### src/rtl/dae_pkg.sv
// dae_pkg: shared constants and FSM encoding for the DAE layer sequencer.
// Optional build macro LEAKY_RELU_EN selects the leaky activation.
package dae_pkg;

  localparam int DATA_W_DEF = 8;
  localparam int SAT_MAX = 127;
  localparam int SAT_MIN = -128;
  localparam int LEAKY_SHIFT = 3;

  localparam logic [2:0] ST_IDLE = 3'd0;
  localparam logic [2:0] ST_LOAD = 3'd1;
  localparam logic [2:0] ST_MAC = 3'd2;
  localparam logic [2:0] ST_BIAS = 3'd3;
  localparam logic [2:0] ST_EMIT = 3'd4;

  typedef enum logic [2:0] {
    S_IDLE = ST_IDLE,
    S_LOAD = ST_LOAD,
    S_MAC = ST_MAC,
    S_BIAS = ST_BIAS,
    S_EMIT = ST_EMIT
  } state_t;

endpackage

### src/rtl/dae_mac_act.sv
// dae_mac_act: signed MAC accumulator, bias add and saturating activation.
// LEAKY_RELU_EN: negatives become acc_b >>> LEAKY_SHIFT, else ReLU to 0.
module dae_mac_act
  import dae_pkg::*;
#(
  parameter int DATA_W = DATA_W_DEF,
  parameter int ACC_W = 20
) (
  input logic clk,
  input logic rst_n,
  input logic clear,
  input logic acc_en,
  input logic bias_en,
  input logic signed [DATA_W-1:0] x,
  input logic signed [DATA_W-1:0] w,
  input logic signed [DATA_W-1:0] b,
  output logic signed [DATA_W-1:0] act
);

  localparam int PW = 2 * DATA_W;
  localparam logic signed [DATA_W-1:0] SMAX =
    {1'b0, {(DATA_W-1){1'b1}}};

  logic signed [PW-1:0] xe;
  logic signed [PW-1:0] we;
  logic signed [PW-1:0] prod;
  logic signed [ACC_W-1:0] prod_x;
  logic signed [ACC_W-1:0] acc;
  logic signed [ACC_W:0] acc_b;
  logic neg;
  logic pos_ovf;
  logic signed [DATA_W-1:0] act_nxt;

  assign xe = {{DATA_W{x[DATA_W-1]}}, x};
  assign we = {{DATA_W{w[DATA_W-1]}}, w};
  assign prod = xe * we;
  assign prod_x = {{(ACC_W-PW){prod[PW-1]}}, prod};

  assign acc_b = {acc[ACC_W-1], acc}
               + {{(ACC_W+1-DATA_W){b[DATA_W-1]}}, b};
  assign neg = acc_b[ACC_W];
  assign pos_ovf = !neg && (|acc_b[ACC_W-1:DATA_W-1]);

`ifdef LEAKY_RELU_EN
  logic signed [ACC_W:0] sh;
  logic neg_ovf;
  localparam logic signed [DATA_W-1:0] SMIN =
    {1'b1, {(DATA_W-1){1'b0}}};

  assign sh = acc_b >>> LEAKY_SHIFT;
  assign neg_ovf = !(&sh[ACC_W:DATA_W-1]);
`endif

  // activation and saturation of the biased sum
  always_comb begin
    act_nxt = acc_b[DATA_W-1:0];
    unique case (1'b1)
      pos_ovf: act_nxt = SMAX;
`ifdef LEAKY_RELU_EN
      neg: act_nxt = neg_ovf ? SMIN : sh[DATA_W-1:0];
`else
      neg: act_nxt = '0;
`endif
      default: act_nxt = acc_b[DATA_W-1:0];
    endcase
  end

  // accumulator and registered activation output
  always_ff @(posedge clk or negedge rst_n) begin
    if (!rst_n) begin
      acc <= '0;
      act <= '0;
    end else begin
      if (clear) begin
        acc <= '0;
      end else if (acc_en) begin
        acc <= acc + prod_x;
      end
      if (bias_en) begin
        act <= act_nxt;
      end
    end
  end

endmodule

### src/rtl/dae_layer_sequencer.sv
// dae_layer_sequencer: one dense DAE layer on a shared MAC/activation unit.
// Build macro LEAKY_RELU_EN selects leaky activation inside dae_mac_act.
module dae_layer_sequencer
  import dae_pkg::*;
#(
  parameter int N_IN = 16,
  parameter int N_OUT = 8,
  parameter int DATA_W = DATA_W_DEF,
  parameter int ACC_W = 20,
  localparam int AW = $clog2(N_IN * N_OUT),
  localparam int IW = $clog2(N_IN),
  localparam int JW = (N_OUT > 1) ? $clog2(N_OUT) : 1
) (
  input logic clk,
  input logic rst_n,
  input logic in_valid,
  output logic in_ready,
  input logic signed [DATA_W-1:0] in_data,
  output logic [AW-1:0] w_addr,
  input logic signed [DATA_W-1:0] w_data,
  output logic [JW-1:0] b_addr,
  input logic signed [DATA_W-1:0] b_data,
  output logic out_valid,
  input logic out_ready,
  output logic signed [DATA_W-1:0] out_data,
  output logic [JW-1:0] out_idx,
  output logic busy
);

  state_t state;
  state_t state_nxt;
  logic [IW-1:0] i;
  logic [IW-1:0] i_d;
  logic [JW-1:0] j;
  logic drain;
  logic take;
  logic i_max;
  logic last;
  logic clear;
  logic acc_en;
  logic bias_en;
  logic signed [DATA_W-1:0] in_buf [N_IN];

  assign in_ready = (state == S_IDLE) || (state == S_LOAD);
  assign busy = !in_ready;
  assign out_valid = (state == S_EMIT);
  assign out_idx = j;
  assign b_addr = j;
  assign w_addr = AW'({j, i});

  assign take = in_valid && in_ready;
  assign i_max = (i == IW'(N_IN - 1));
  assign last = (j == JW'(N_OUT - 1));

  // state register
  always_ff @(posedge clk or negedge rst_n) begin
    if (!rst_n) begin
      state <= S_IDLE;
    end else begin
      state <= state_nxt;
    end
  end

  // next state and datapath strobes
  always_comb begin
    state_nxt = state;
    clear = 1'b0;
    acc_en = 1'b0;
    bias_en = 1'b0;
    unique case (state)
      S_IDLE, S_LOAD: begin
        if (take) begin
          state_nxt = S_LOAD;
          if (i_max) begin
            state_nxt = S_MAC;
            clear = 1'b1;
          end
        end
      end
      S_MAC: begin
        acc_en = (i != '0) || drain;
        if (drain) begin
          state_nxt = S_BIAS;
        end
      end
      S_BIAS: begin
        bias_en = 1'b1;
        state_nxt = S_EMIT;
      end
      S_EMIT: begin
        if (out_ready) begin
          if (last) begin
            state_nxt = S_IDLE;
          end else begin
            state_nxt = S_MAC;
            clear = 1'b1;
          end
        end
      end
      default: state_nxt = S_IDLE;
    endcase
  end

  // input/tap counter i, neuron counter j, drain flag
  always_ff @(posedge clk or negedge rst_n) begin
    if (!rst_n) begin
      i <= '0;
      i_d <= '0;
      j <= '0;
      drain <= 1'b0;
    end else begin
      i_d <= i;
      unique case (state)
        S_IDLE, S_LOAD: begin
          if (take) begin
            i <= i + IW'(1);
          end
        end
        S_MAC: begin
          if (drain) begin
            drain <= 1'b0;
          end else begin
            i <= i + IW'(1);
            drain <= i_max;
          end
        end
        S_EMIT: begin
          if (out_ready) begin
            j <= last ? '0 : j + JW'(1);
          end
        end
        default: ;
      endcase
    end
  end

  // input frame buffer
  always_ff @(posedge clk or negedge rst_n) begin
    if (!rst_n) begin
      for (int k = 0; k < N_IN; k++) begin
        in_buf[k] <= '0;
      end
    end else if (take) begin
      in_buf[i] <= in_data;
    end
  end

  dae_mac_act #(
    .DATA_W(DATA_W),
    .ACC_W(ACC_W)
  ) u_mac (
    .clk(clk),
    .rst_n(rst_n),
    .clear(clear),
    .acc_en(acc_en),
    .bias_en(bias_en),
    .x(in_buf[i_d]),
    .w(w_data),
    .b(b_data),
    .act(out_data)
  );

endmodule

### config.mk
export PLATFORM = sky130hd
export DESIGN_NAME = dae_layer_sequencer
export DESIGN_NICKNAME = d
export VERILOG_FILES = /design/src/rtl/dae_pkg.sv /design/src/rtl/dae_mac_act.sv /design/src/rtl/dae_layer_sequencer.sv
export SDC_FILE = /design/constraint.sdc
export NUM_CORES = 1
export LEC_CHECK = 0
export BUFFER_PORTS_ARGS = -buffer_cell sky130_fd_sc_hd__buf_2
export CORE_MARGIN = 2
export CORE_UTILIZATION = 55
export DETAILED_ROUTE_END_ITERATION = 10
export PLACE_DENSITY = 0.74
export SLEW_MARGIN = 20
export SYNTH_ARGS = -nofsm -noshare
export SYNTH_HDL_FRONTEND = slang
export SYNTH_HIERARCHICAL = 1
export SYNTH_SLANG_ARGS = --single-unit
export TNS_END_PERCENT = 1
### constraint.sdc
create_clock -name clk -period 7.5 [get_ports clk]
set_input_delay 1.125 -clock clk [delete_from_list [all_inputs] [get_ports clk]]
set_output_delay 1.125 -clock clk [all_outputs]
set_load 0.01 [all_outputs]
# Word-level counts from Yosys, hierarchy flattened
# Cells that the tools add are included.
# op_classes
n_addsub,4
n_mul,1
n_div,0
order_cmp,3
n_eq_ne,10
shift,0
mux,27
bitwise,2
reduce_logical,16
# op_table
operator,count
bitwise mux 128 bit,1
two-way mux 20 bit,2
binary-select mux 8 bit (select 4 bit),1
demux 8 bit (select 4 bit),1
two-way mux 8 bit,3
adder 20 x 8 -> 21 bit,1
adder 20 x 16 -> 20 bit,1
multiplier 8 x 8 -> 16 bit,1
one-hot mux 8 bit (2 select lines),1
OR reduction 13 bit,1
two-way mux 3 bit,4
one-hot mux 3 bit (4 select lines),1
">= comparator 5 bit, second input constant",2
inverter 4 -> 5 bit,2
two-way mux 4 bit,2
one-hot mux 4 bit (2 select lines),1
two-way mux 1 bit,7
"equality test 3 x 2 -> 1 bit, second input constant",2
"equality test 3 bit, second input constant",2
"inequality test 2 bit, second input constant",3
AND reduction 3 bit,2
"less-than comparator 5 x 1 -> 1 bit, second input constant",1
"adder 4 x 1 -> 4 bit, second input constant",1
"equality test 4 bit, second input constant",1
other kinds (13),19
# totals
regBits,171
latch_bits,0
ramBits,0
rom_bits,0
in_bits,28
out_inout_bits,24
elab_cells,86
mem_count,0

# Longest topological paths before layout
# Gate-level depths: netlist (run 1).
# logic_depth
depth_word,8
mapped_depth,25
depth_no_buf,23

# Cells and area by module
# The synthesis (run 1) kept the hierarchy.
# by_module_without_submodules
module,instances,cells_per_inst,area_each_um2,seq_area_each_um2
dae_layer_sequencer,1,430,6615.1,3578.4
dae_mac_act,1,626,5781.8,700.7

# Worst setup path after synthesis (run 1)
# OpenSTA, ideal clock, no wires.
# synth_path
kind,reg-to-reg
from,register i_d[0]
to,register u_mac.acc[18]
setup_ns,0.070
t_arrival_ns,6.133
required_ns,7.430
path_slack_ns,1.297
stages_incl_launch_ff,22
n_path_buf,2
period_less_slack_ns,6.203
path_cell_list,dfrtp_1 buf_2 buf_2 mux4_2 a22oi_1 nand2_1 and2_1 inv_1 fa_1 inv_1 fa_1 fa_1 fa_1 fa_1 ha_1 o21ai_1 a21boi_1 o211ai_1 a211oi_1 o211ai_1 a2111oi_0 nand3b_1
# synth_between
elab_chain_cells,8
# synth_lines
item,line,text
from (decl),dae_layer_sequencer.sv:33,logic [IW-1:0] i_d;
from (signal assigned),dae_layer_sequencer.sv:112,i_d <= i;
inverter 4 -> 5 bit (not written as such),dae_layer_sequencer.sv:157,".x(in_buf[i_d]),"
binary-select mux 8 bit (select 4 bit),dae_layer_sequencer.sv:157,
two-way mux 8 bit (not written as such) (2 in a row),dae_layer_sequencer.sv:157,
multiplier 8 x 8 -> 16 bit,dae_mac_act.sv:36,assign prod = xe * we;
adder 20 x 16 -> 20 bit,dae_mac_act.sv:77,acc <= acc + prod_x;
two-way mux 20 bit,dae_mac_act.sv:76,end else if (acc_en) begin
two-way mux 20 bit,dae_mac_act.sv:74,if (clear) begin
to (signal assigned),dae_mac_act.sv:77,
to (decl),dae_mac_act.sv:28,logic signed [ACC_W-1:0] acc;
# No other way between the ends. The select of a mux whose other input is x is not followed.
# A chain may end at the register's enable or synchronous reset.

# Worst setup path after layout (run 1)
# Same ends and word-level chain as after synthesis.

==> summary by stage, run 1 <==
Status
The run finished with clean final reports.

Yosys
The netlist area before placement is 12,400 um2. The cell count after synthesis is 1,056. Synthesis produced a netlist with a net count of 1,245. In the synthesized netlist the dominant register cell turns out to be dfrtp_1. After synthesis, the netlist uses 70 different library cells. The number of storage elements in the synthesis netlist is 171. The share of the Yosys chip area taken by registers is 0.345. The post-synthesis area per instance is 11.7 um2.

Yosys mapped a number of flops with a built-in enable equal to 0. Yosys printed 6 warnings. Of all flip-flops after synthesis, the portion carrying an async set or reset was 1.00.

Worst setup path
The critical path goes through buf_4 -> mux4_2 -> a22oi_1 -> nand2_1 -> nand2_1 -> fa_1 -> inv_1 -> fa_1 -> ha_1 -> inv_1 -> fa_1 -> inv_1 -> ha_1 -> ha_1 -> inv_1 -> fa_1 -> nor2b_1 -> o21ai_1 -> a21boi_1 -> o211ai_1 -> a211oi_1 -> o211ai_1 -> a2111oi_0 -> nand3b_1. The largest stage delay on the critical path is 0.59 ns. The worst setup path is launched from a flip-flop. STA puts the critical path data required time at 7.86 ns. The setup slack of the worst register-to-register path is 0.59 ns. The critical path in this run is classified as flip-flop to flip-flop. At the worst endpoint, the arrival time is 7.27 ns. STA classifies the critical path endpoint as a flip-flop. The slowest library cell on the worst path is dfrtp_2. The peak fanout along the critical path is 14.

Detailed routing
The routed layout has 8,260 vias. Dividing the detail-routed wire length by the instance count gives 18.6 um. The length of the first detailed-routing pass in iterations is 5. The detail route stage leaves a number of antenna-violating nets equal to 0. In the routed layout, each cell is associated on average with a via count of 5.95. The routed design has 25.9 mm of wire. For this run, design rule violations remaining after detail routing come to 0. For this block, the initial DRC count from the detailed router was 538.

Worst hold path
The min-delay analysis places its worst path in the category flip-flop to flip-flop.

Clocking
The quantity of gates resized following cts is 0. The number of hold buffers added after CTS was 0. In this run the post-CTS setup repair buffer count came out at 0. The clock net in this run drives a total of 171 sinks. The clock insertion delay at the later pin of the skew report is 0.44 ns. The total number of H-tree levels is 4. The maximum clock insertion buffer count is 2. The clock tree root buffer cell is clkbuf_16. The CTS tree is built.

The total clock buffers created by CTS is 17. The clock-pin slew reported for the worst setup and hold paths after clock tree synthesis is 0.07 ns.

Die
The floorplan has 54 rows. The width of the die is 154 um. The core region is 22,000 um2. Pin placement for this block handled 52 I/O pins. The die height is 154 um. The initial cell density of the core is 0.565. The die area is 23,800 um2.

Placement
The placer's final routability congestion estimate is 0.847. Port buffering added 51 buffers. The placed wire-length estimate after detailed placement is 19.1 mm. The worst setup slack after placement is 0.603 ns.

STA
Derived from the worst setup path, the maximum achievable clock frequency is 0.145 GHz. The aggregate negative setup slack is 0 ns. Of the available clock period, the critical path in the final layout requires 0.921. The number of failing hold endpoints at the final stage is 0. The final setup violation count is 0. The shortest period the worst path allows is 6.91 ns. After layout, the worst setup slack is 0.589 ns. Setup repair after global routing left no endpoint under its margin. The headroom to the max-slew limit is 0.403. For the pin with the worst max-slew slack, the measured transition is 0.896 ns.

The number of max-slew violations in the final report is 0. The clock skew after layout is 0.0141 ns.

Global route
After global routing the overflow that remains totals 0. Entering global routing, the biggest net connects 62 pins. For met1 alone, demand over resource in global routing was 0.339. The fraction of met2 tracks used by global routing is 0.373. The layer carrying the most global-route usage is met2. The number of antenna violations at the first check in global routing was 0. Across every metal layer, demand over resource in global routing totals 0.233. For this run, global-route usage on met3 was measured as 0.0375.

The via count of the first global-routing pass is 8,375. The wire length of the first global-routing pass is 43.8 mm.

Final layout
0 antenna diodes ended up in the layout. Measured on the finished design, the core utilization comes to 0.615. From synthesis to final layout, the design area changed by 8.95%.

The fraction of final layout cells with drive strength greater than 1 is 0.250. After the last flow step, the layout net total stands at 1,284. Counting the fill cells in the layout gives 1,746.

Job
Across the run, the number of max-cap violations was 0.
-- cell usage after synthesis (all sizes together), types with 4 or more instances --
library cell,n,area share
dfrtp,171,0.35
ha,72,0.073
a21boi,4,0.0024
nand2,72,0.022
nand3b,5,0.0030
mux2,132,0.12
o21a,7,0.0042
o21ai,24,0.0097
o41a,7,0.0064
a22oi,17,0.010
xnor2,16,0.011
buf,24,0.012
nor3,6,0.0024
mux2i,14,0.011
a211oi,10,0.0061
nand2b,5,0.0025
clkbuf,18,0.0054
fa,89,0.14
a21o,11,0.0067
a21oi,28,0.012
nand3,12,0.0059
or3,5,0.0029
and2,36,0.018
xor2,11,0.0078
nand4,11,0.0086
o21bai,4,0.0027
mux4,32,0.058
nor2,38,0.012
inv,120,0.036
o211ai,10,0.0061
nor2b,8,0.0040
-- final timing paths --
kind | start | to | depth (start not counted)
max reg2reg | i_d[0]$_DFF_PN0_ | u_mac/acc[18]$_DFFE_PN0P_ | 24
max in group asynchronous | rst_n | in_buf[80]$_DFFE_PN0P_ | 2
max | i_d[0]$_DFF_PN0_ | u_mac/acc[18]$_DFFE_PN0P_ | 24
min in group asynchronous | rst_n | u_mac/act[3]$_DFFE_PN0P_ | 1
min reg2reg | in_buf[115]$_DFFE_PN0P_ | in_buf[115]$_DFFE_PN0P_ | 1
min | in_buf[115]$_DFFE_PN0P_ | in_buf[115]$_DFFE_PN0P_ | 1
-- cell families after synthesis --
group / count (synthesis) / synth area share
AND/OR/NAND/NOR: 213 / 0.0932
buffers and inverters: 163 / 0.0539
multiplexers: 178 / 0.189
AO/OA/AOI/OAI: 143 / 0.0830
flip-flops: 171 / 0.345
XOR/XNOR: 27 / 0.0191
adder cells (fa/ha/maj): 161 / 0.216
-- critical path: cells and delay by family, from the launching register on --
| kind | cells | cell delay [ns] |
|---|---|---|
| AO/OA/AOI/OAI | 7 | 1.81 |
| multiplexers | 1 | 0.54 |
| adder cells (fa/ha/maj) | 7 | 2.53 |
| buffers and inverters | 5 | 0.60 |
| AND/OR/NAND/NOR | 4 | 0.74 |
| flip-flops | 1 | 0.59 |
-- state kept, by name, indices dropped and copies added (netlist names) --
register / count
u_mac/act: 8
i: 4
drain: 1
state: 3
b_addr: 3
in_buf: 128
i_d: 4
u_mac/acc: 20
-- final cells by class --
type | count | area [um2] | share of cell area
sequential | 171 | 4280 | 0.317
multi-input combinational | 722 | 7460 | 0.552
tap | 280 | 350 | 0.0259
timing repair buffer | 62 | 344 | 0.0255
clock inverter | 15 | 196 | 0.0145
inverter | 121 | 454 | 0.0336
clock buffer | 17 | 425 | 0.0315
-- placed cells by master, fill, tap and decap left out, drive strengths merged, types with 5 or more instances in the layout --
cell type  count
nand3         12
ha            72
dfrtp        171
buf           62
a211oi        10
nor2          38
mux4          32
nor3           6
clkbuf        17
fa            89
o211ai        10
xor2          11
xnor2         16
o41a           7
and2          36
or3            5
nor2b          8
nand4         11
mux2i         14
nand2b         5
mux2         132
a22oi         17
inv          125
o21ai         24
clkinv        11
a21o          11
nand3b         5
a21oi         28
o21a           7
nand2         72
-- layer usage --
metal / wire (um) / share of wire
met2: 12100 / 0.47
met3: 1100 / 0.043
met4: 306 / 0.012
met1: 12300 / 0.48
met5: 0 / 0
-- per-stage QoR --
| step | area, um2 | hold WS (ns) | cells |
|---|---|---|---|
| after floorplan | 12400 | 0.430 | 1056 |
| after global placement | 12900 | 0.468 | 1356 |
| after detailed placement | 12900 | 0.483 | 1356 |
| after CTS | 13500 | 0.500 | 1388 |
| after global routing | 13500 | 0.520 | 1388 |
| final | 13500 | 0.496 | 1388 |
Power of run 1 is not shown: default switching activity piles up to over one toggle a cycle in this logic, so the estimate is an artifact.
==> run 2, diff against run 1 <==
- SYNTH_HIERARCHICAL: 1 -> default
==> run 2 against run 1 <==
  * Core utilization down 0.76 points
  * Clock skew up 0.0045 ns
  * Die area down 2.7%
  * Via count down 7.3%
  * Wire length down 5.1%
  * Flip-flop and latch count unchanged
==> summary by stage, run 2 <==
Global route
The number of antenna violations at the first check in global routing is 0 (unchanged). The via count of the first global-routing pass is 8,052 (-3.9%). The total congestion overflow after global routing is 0 (unchanged). The overall routing resource usage was 0.224 (-0.00833).

The pin count of the biggest net entering global routing is 110 (+77%). The wire length of the first global-routing pass is 41.5 mm (-5.1%).

Die
The core area came to 21,700 um2 (-1.2%). The number of ports placed on the die boundary came to 52 (unchanged). The initial cell density of the core is 0.555 (-0.00906).

The row count came to 54 (unchanged). The width of the die came to 152 um (-1.4%). The die area came to 23,100 um2 (-2.7%). The die height is 152 um (-1.4%).

Clocking
The maximum clock insertion buffer count is 2 (unchanged). The clock insertion delay at the later pin of the skew report is 0.44 ns (about the same). The clock-pin slew reported for the worst setup and hold paths after clock tree synthesis is 0.08 ns (about the same). The CTS tree is built. The quantity of gates resized following cts is 0 (unchanged). The post-CTS setup buffer count came to 0 (unchanged). The hold buffer count at cts came to 0 (unchanged).

The total clock buffers created by CTS came to 17 (unchanged). The TritonCTS sink count is 171 (unchanged). The total number of H-tree levels is 4 (unchanged). CTS placed an instance of clkbuf_16 at the clock tree root.

Worst setup path
The slowest library cell on the worst path is dfrtp_2. The peak fanout along the critical path is 14 (unchanged). The data required time at the worst endpoint was 7.80 ns (-0.06 ns). The worst setup path is captured at a flip-flop. The largest stage delay on the critical path is 0.69 ns (+0.10 ns). The data arrival at the endpoint of the critical path is 7.13 ns (-0.14 ns). The setup slack of the worst register-to-register path is 0.67 ns (+0.08 ns).

The setup path with the least slack is of type flip-flop to flip-flop. The kind of launch point of the worst setup path is a flip-flop. The cell with the most instances on the worst path is fa_1. Walking the worst path, the cells encountered are buf_4 -> mux4_2 -> mux4_2 -> and2_1 -> fa_1 -> fa_1 -> inv_1 -> fa_1 -> inv_1 -> fa_1 -> ha_1 -> ha_1 -> nor2b_1 -> o21ai_0 -> a21oi_1 -> o211ai_1 -> a31oi_1 -> a211o_1 -> a21oi_1 -> xor2_1 -> o21ai_0.

STA
The final setup violation count is 0 (unchanged). The number of failing hold endpoints at the final stage is 0 (unchanged). The transition time at the pin with the least slew margin is 0.888 ns (-0.00807 ns).

The headroom to the max-slew limit is 0.408 (+0.00538). The number of max-slew violations in the final report came to 0 (unchanged). The clock skew after layout is 0.0186 ns (+0.00446 ns). The shortest period the worst path allows was 6.83 ns (-0.0815 ns). The peak clock frequency supported by timing is 0.146 GHz (+1.2%). The period utilization came to 0.911 (-0.0109). The aggregate negative setup slack is 0 ns (unchanged). Setup repair after global routing left no endpoint under its margin.

Detailed routing
The remaining antenna violation count after routing came to 0 (unchanged). The post-detailed-route DRC marker count was 0 (unchanged). The via density per instance came to 5.72 (-3.8%). The detailed-route via count came to 7,660 (-7.3%).

The starting DRC count in detailed routing came to 446 (-17%). The total wirelength of the detailed-routed design came to 24.5 mm (-5.1%). The length of the first detailed-routing pass in iterations is 5 (unchanged). The routed length per instance was 18.3 um (-1.5%).

Yosys
The netlist area before placement came to 12,000 um2 (-2.8%). The fraction of registers with async set or reset after synthesis is 1.00 (unchanged). The share of the synthesized area in the top cell type is 0.355 (+0.0100). The post-synthesis area per instance is 11.9 um2 (+1.6%). The count of warnings emitted by yosys is 0 (-6). The number of nets produced by synthesis is 1,199 (-3.7%). In the synthesized netlist the dominant register cell turns out to be dfrtp_1.

The commonest cells after synthesis are 171 x dfrtp_1, 131 x mux2_2, 113 x inv_1. The cell count after synthesis is 1,010 (-4.4%). After synthesis, the cell types taking the most area are dfrtp_1 36%, fa_1 15%, mux2_2 12%. The library cell occupying the most area in the post-synthesis netlist is dfrtp_1. The number of enable flip-flop cells after synthesis is 0 (unchanged). The number of library cell types mapped by synthesis is 54 (-23%). The share of synthesized area occupied by flip-flops and latches came to 0.355 (+0.0100). The most used standard cell by instance count after synthesis is dfrtp_1. The number of storage elements in the synthesis netlist was 171 (unchanged).

Placement
The placer's final routability congestion estimate is 0.859 (+1.4%). The placed wire-length estimate after detailed placement came to 18.4 mm (-3.4%). The number of buffers inserted by port buffering is 51 (unchanged).

Final layout
Leaving out fill and tap cells, the most frequent cells in the layout are 170 x dfrtp_1, 131 x mux2_2, 113 x inv_1. The fraction of final layout cells with drive strength greater than 1 is 0.254 (+0.00425). The area growth from synthesis to layout is 9.37%. The flip-flop count of the largest register, all copies and words added is 128 (unchanged). The final net count is 1,234 (-3.9%). in_buf holds more flip-flops than any other register. The area used by multi-input combinational logic is 7160 um2 (-3.9%).

The number of inserted diodes was 0 (unchanged). The most frequent standard cell in the layout excluding fill and tap cells is dfrtp_1. The sequential cell area in the final layout came to 4280 um2 (unchanged). The number of inserted filler cells in the final layout came to 1,680 (-3.8%).

The largest registers in the layout are in_buf (128), u_mac.acc (20), u_mac.act (8).

Job
The reported max-cap violation count is 0 (unchanged).

Worst hold path
The worst min-delay path category is flip-flop to flip-flop.

Status
The run finished with clean final reports.
==> run 2: cells by family (layout without fill, tap and decap cells) <==
| family | count (synthesis) | after routing | synth area share |
|---|---|---|---|
| muxes | 176 | 176 | 0.201 |
| and+or+nand+nor | 199 | 199 | 0.0816 |
| xor gates and xnor gates | 32 | 32 | 0.0233 |
| buffers and inverters | 157 | 205 | 0.0508 |
| AOI/OAI and AO/OA | 114 | 114 | 0.0651 |
| adders and majority gates | 161 | 161 | 0.223 |
| DFF | 171 | 171 | 0.355 |
==> run 2: metrics by stage <==
step / cells / area [um2] / hold WS, ns / util / setup WS, ns
after CTS: 1337 / 13100 / 0.491 / 0.606 / 0.646
after floorplan: 1010 / 12000 / 0.433 / - / 0.744
final: 1338 / 13200 / 0.489 / 0.608 / 0.671
after global routing: 1338 / 13200 / 0.505 / 0.608 / 0.221
after global placement: 1305 / 12500 / 0.462 / 0.578 / 0.794
after detailed placement: 1305 / 12500 / 0.466 / 0.578 / 0.672
==> run 2: worst max-delay path: cells and delay by family (launching register included) <==
kind | cells | cell delay [ns]
simple gates | 2 | 0.36
mux | 2 | 1.10
xor+xnor | 1 | 0.14
buf+inv | 3 | 0.44
compound gates | 7 | 1.37
flops | 1 | 0.69
fa+ha+maj | 6 | 2.56
==> run 2: path summary, 6_finish.rpt <==
| check | endpoint | from | cells after the start |
|---|---|---|---|
| setup / recovery | u_mac.acc[18]$_DFFE_PN0P_ | i_d[0]$_DFF_PN0_ | 21 |
| hold / removal | u_mac.act[7]$_DFFE_PN0P_ | u_mac.act[7]$_DFFE_PN0P_ | 1 |
| setup reg to reg | u_mac.acc[18]$_DFFE_PN0P_ | i_d[0]$_DFF_PN0_ | 21 |
| hold reg to reg | u_mac.act[7]$_DFFE_PN0P_ | u_mac.act[7]$_DFFE_PN0P_ | 1 |
| max in group asynchronous | i_d[0]$_DFF_PN0_ | rst_n | 2 |
| min in group asynchronous | in_buf[86]$_DFFE_PN0P_ | rst_n | 1 |
==> run 2: cell type report <==
cell class / instances / area share
clock buffer: 18 / 0.0333
clock inverter: 14 / 0.0133
timing repair buffer: 59 / 0.0259
sequential: 171 / 0.325
inverter: 114 / 0.0325
tap: 280 / 0.0266
multi-input combinational: 682 / 0.544
==> run 2: per-layer routing <==
layer,vias to the layer above,routed length (um),global-route usage
met1,3926,10400,0.290
met3,25,830,0.0325
met5,-,0,0
met2,151,12900,0.398
met4,0,347,0.0610
li1,3558,-,-
Power of run 2 is left out for the same reason.
==> run 3, diff against run 2 <==
- CTS_BUF_LIST: default -> sky130_fd_sc_hd__clkbuf_16
- GPL_TIMING_DRIVEN: default -> 0
- RECOVER_POWER: default -> 50
==> run 3 against run 2 <==
  * The run now ends with capacitance limit, slew limit left
  * Largest cell class unchanged
  * Wire length down 0.75%
  * Global-route usage decreased by 0.36 points
  * Core utilization rose by 0.62 points
  * Fmax is 4.1% lower
  * Cell count increased by 2.6%
  * Cell area up 1.0%
  * First-iteration DRC count decreased by 3.4%
  * Register-to-register slack got worse by 0.29 ns
==> summary by stage, run 3 (synthesis gave the netlist of run 2 again) <==
Detailed routing
The detailed-route via count is 7,703 (+0.56%). The total wirelength of the detailed-routed design is 24.4 mm (-0.75%). The length of the first detailed-routing pass in iterations is 4 (-1).

The via density per instance is 5.61 (-2.0%). The routed length per instance was 17.7 um (-3.3%). The remaining antenna violation count after routing came to 0 (unchanged). The starting DRC count in detailed routing was 431 (-3.4%).

The post-detailed-route DRC marker count was 0 (unchanged).

STA
The number of failing hold endpoints at the final stage is 0 (unchanged). The number of max-slew violations in the final report is 174 (+174). The transition time at the pin with the least slew margin is 3.85 ns (+2.96 ns). The shortest period the worst path allows was 7.12 ns (+0.290 ns).

The worst-case hold slack is 0.400 ns (-0.0890 ns). Setup repair after global routing left no endpoint under its margin. The peak clock frequency supported by timing is 0.140 GHz (-4.1%). The clock skew after layout is 0.0232 ns (+0.00455 ns).

The headroom to the max-slew limit is -1.56 (-1.97). The final worst-path setup slack is 0.381 ns (-0.290 ns). The period utilization is 0.949 (+0.0387). The final setup violation count is 0 (unchanged).

Die
The die area is 23,100 um2 (unchanged). The die height is 152 um (unchanged). The row count is 54 (unchanged). The width of the die came to 152 um (unchanged). The number of ports placed on the die boundary is 52 (unchanged).

The initial cell density of the core is 0.555 (unchanged). The core area is 21,700 um2 (unchanged).

Final layout
The register with the most flip-flops in the final layout is in_buf. The fraction of final layout cells with drive strength greater than 1 is 0.247 (-0.00723). The final cell area excluding filler cells is 13,300 um2 (+1.0%).

The largest registers in the layout are in_buf (128), u_mac.acc (20), u_mac.act (8). The number of standard cells in the layout, taps in and fillers out was 1,373 (+2.6%). The number of inserted diodes is 0 (unchanged). The final net count is 1,269 (+2.8%).

Relative to the synthesized area, the layout overhead comes to 10.5%. The flip-flop count of the largest register, all copies and words added is 128 (unchanged). Leaving out fill and tap cells, the most frequent cells in the layout are 171 x dfrtp_1, 131 x mux2_2, 112 x inv_1.

The most frequent standard cell in the layout excluding fill and tap cells is dfrtp_1.

Placement
The placed wire-length estimate after detailed placement is 18.5 mm (+0.49%). The cell area after placement was 12,700 um2 (+1.2%). The worst setup slack after placement is -0.148 ns (-0.820 ns). The number of buffers inserted by port buffering is 50 (-2.0%). The number of placed instances, taps included came to 1,341 (+2.8%).

The placer's final routability congestion estimate is 0.823 (-4.2%).

Global route
The number of antenna violations at the first check in global routing is 0 (unchanged). The pin count of the biggest net entering global routing is 101 (-8.2%). The wire length of the first global-routing pass is 41.1 mm (-1.1%). The total congestion overflow after global routing was 0 (unchanged). The via count of the first global-routing pass is 8,174 (+1.5%). The overall routing resource usage was 0.221 (-0.00356).

Worst setup path
The buffering stage count on the worst path with inverters included came to 4 (+1). The data required time at the worst endpoint was 7.81 ns (about the same). The slowest stage of the critical path is the mux4_2 cell. The cell that appears most often on the critical path is fa_1. The worst setup path is launched from a flip-flop. The peak fanout along the critical path is 10 (-4). The signal on the critical path passes through clkbuf_1 -> clkbuf_4 -> mux4_2 -> mux4_2 -> and2_1 -> fa_1 -> inv_1 -> fa_1 -> inv_1 -> fa_1 -> fa_1 -> ha_1 -> ha_1 -> and2_1 -> a22oi_1 -> a31oi_1 -> or4_1 -> a31oi_1 -> xnor2_1 -> o21ai_0.

The category of the critical setup timing path is flip-flop to flip-flop. The data arrival at the endpoint of the critical path was 7.42 ns (+0.29 ns). The largest stage delay on the critical path came to 0.61 ns (-0.08 ns). The kind of cell adding the most delay to the critical path is adder cells.

STA classifies the critical path endpoint as a flip-flop.

Clocking
The clock insertion delay at the later pin of the skew report came to 0.45 ns (about the same). The total clock buffers created by CTS came to 17 (unchanged). The maximum clock insertion buffer count came to 2 (unchanged). The quantity of gates resized following cts was 2 (+2).

The TritonCTS sink count is 171 (unchanged). The clock-pin slew reported for the worst setup and hold paths after clock tree synthesis came to 0.09 ns (about the same). The CTS tree is built. The total number of H-tree levels came to 4 (unchanged). The hold buffer count at cts was 0 (unchanged).

The root buffer cell chosen for the clock tree is clkbuf_16. The post-CTS setup buffer count is 0 (unchanged).

Status
The checks that failed: capacitance limit, slew limit. The run finished, with violations left.

Worst hold path
The worst min-delay path category is flip-flop to flip-flop.

Job
The reported max-cap violation count is 2 (+2).
run 3: cell types whose count changed in the layout (fill, tap and decap cells not counted), sizes merged:
cell | before | now
clkinv | 8 | 7
bufinv | 1 | 0
clkinvlp | 0 | 1
clkbuf | 18 | 52
inv | 119 | 121
run 3: metrics by stage:
stage | util | setup TNS [ns]
after floorplan | - | 0
after global placement | 0.583 | -0.0655
after detailed placement | 0.585 | -0.218
after CTS | 0.615 | 0
after global routing | 0.614 | 0
final | 0.614 | 0
run 3: worst paths after layout:
path                                   from                   endpoint  slack, ns  depth (start not counted)
setup / recovery           i_d[0]$_DFF_PN0_  u_mac.acc[19]$_DFFE_PN0P_       0.38                         20
setup reg to reg           i_d[0]$_DFF_PN0_  u_mac.acc[19]$_DFFE_PN0P_       0.38                         20
hold reg to reg            i[3]$_DFFE_PN0P_           i_d[3]$_DFF_PN0_       0.40                          0
hold / removal             i[3]$_DFFE_PN0P_           i_d[3]$_DFF_PN0_       0.40                          0
max in group asynchronous             rst_n      b_addr[2]$_DFFE_PN0P_       1.60                          2
min in group asynchronous             rst_n      in_buf[6]$_DFFE_PN0P_       1.99                          1
run 3: area by class of cell:
cell class | count | area [um2]
Inverter | 114 | 432
Multi-Input combinational cell | 682 | 7160
Clock inverter | 15 | 220
Tap cell | 280 | 350
Sequential cell | 171 | 4280
Fill cell | 1678 | 8380
Timing Repair Buffer | 51 | 254
Clock buffer | 17 | 425
Buffer | 43 | 190
run 3: layer usage:
layer,global-route usage,up-vias,wire [um],share of wire
li1,-,3620,-,-
met4,0.0565,0,376,0.015
met1,0.285,3963,10500,0.43
met5,0,-,0,0
met3,0.0305,27,512,0.021
met2,0.395,93,12900,0.53
run 3: worst register-to-register path: stages, from the launching register on:
cell	delay (ns)
dfrtp_1	0.33
clkbuf_1	0.27
clkbuf_4	0.36
mux4_2	0.57
mux4_2	0.61
and2_1	0.29
fa_1	0.58
inv_1	0.16
fa_1	0.57
inv_1	0.06
fa_1	0.51
fa_1	0.49
ha_1	0.32
ha_1	0.36
and2_1	0.20
a22oi_1	0.21
a31oi_1	0.18
or4_1	0.44
a31oi_1	0.23
xnor2_1	0.17
o21ai_0	0.10
Power of run 3 is left out for the same reason.
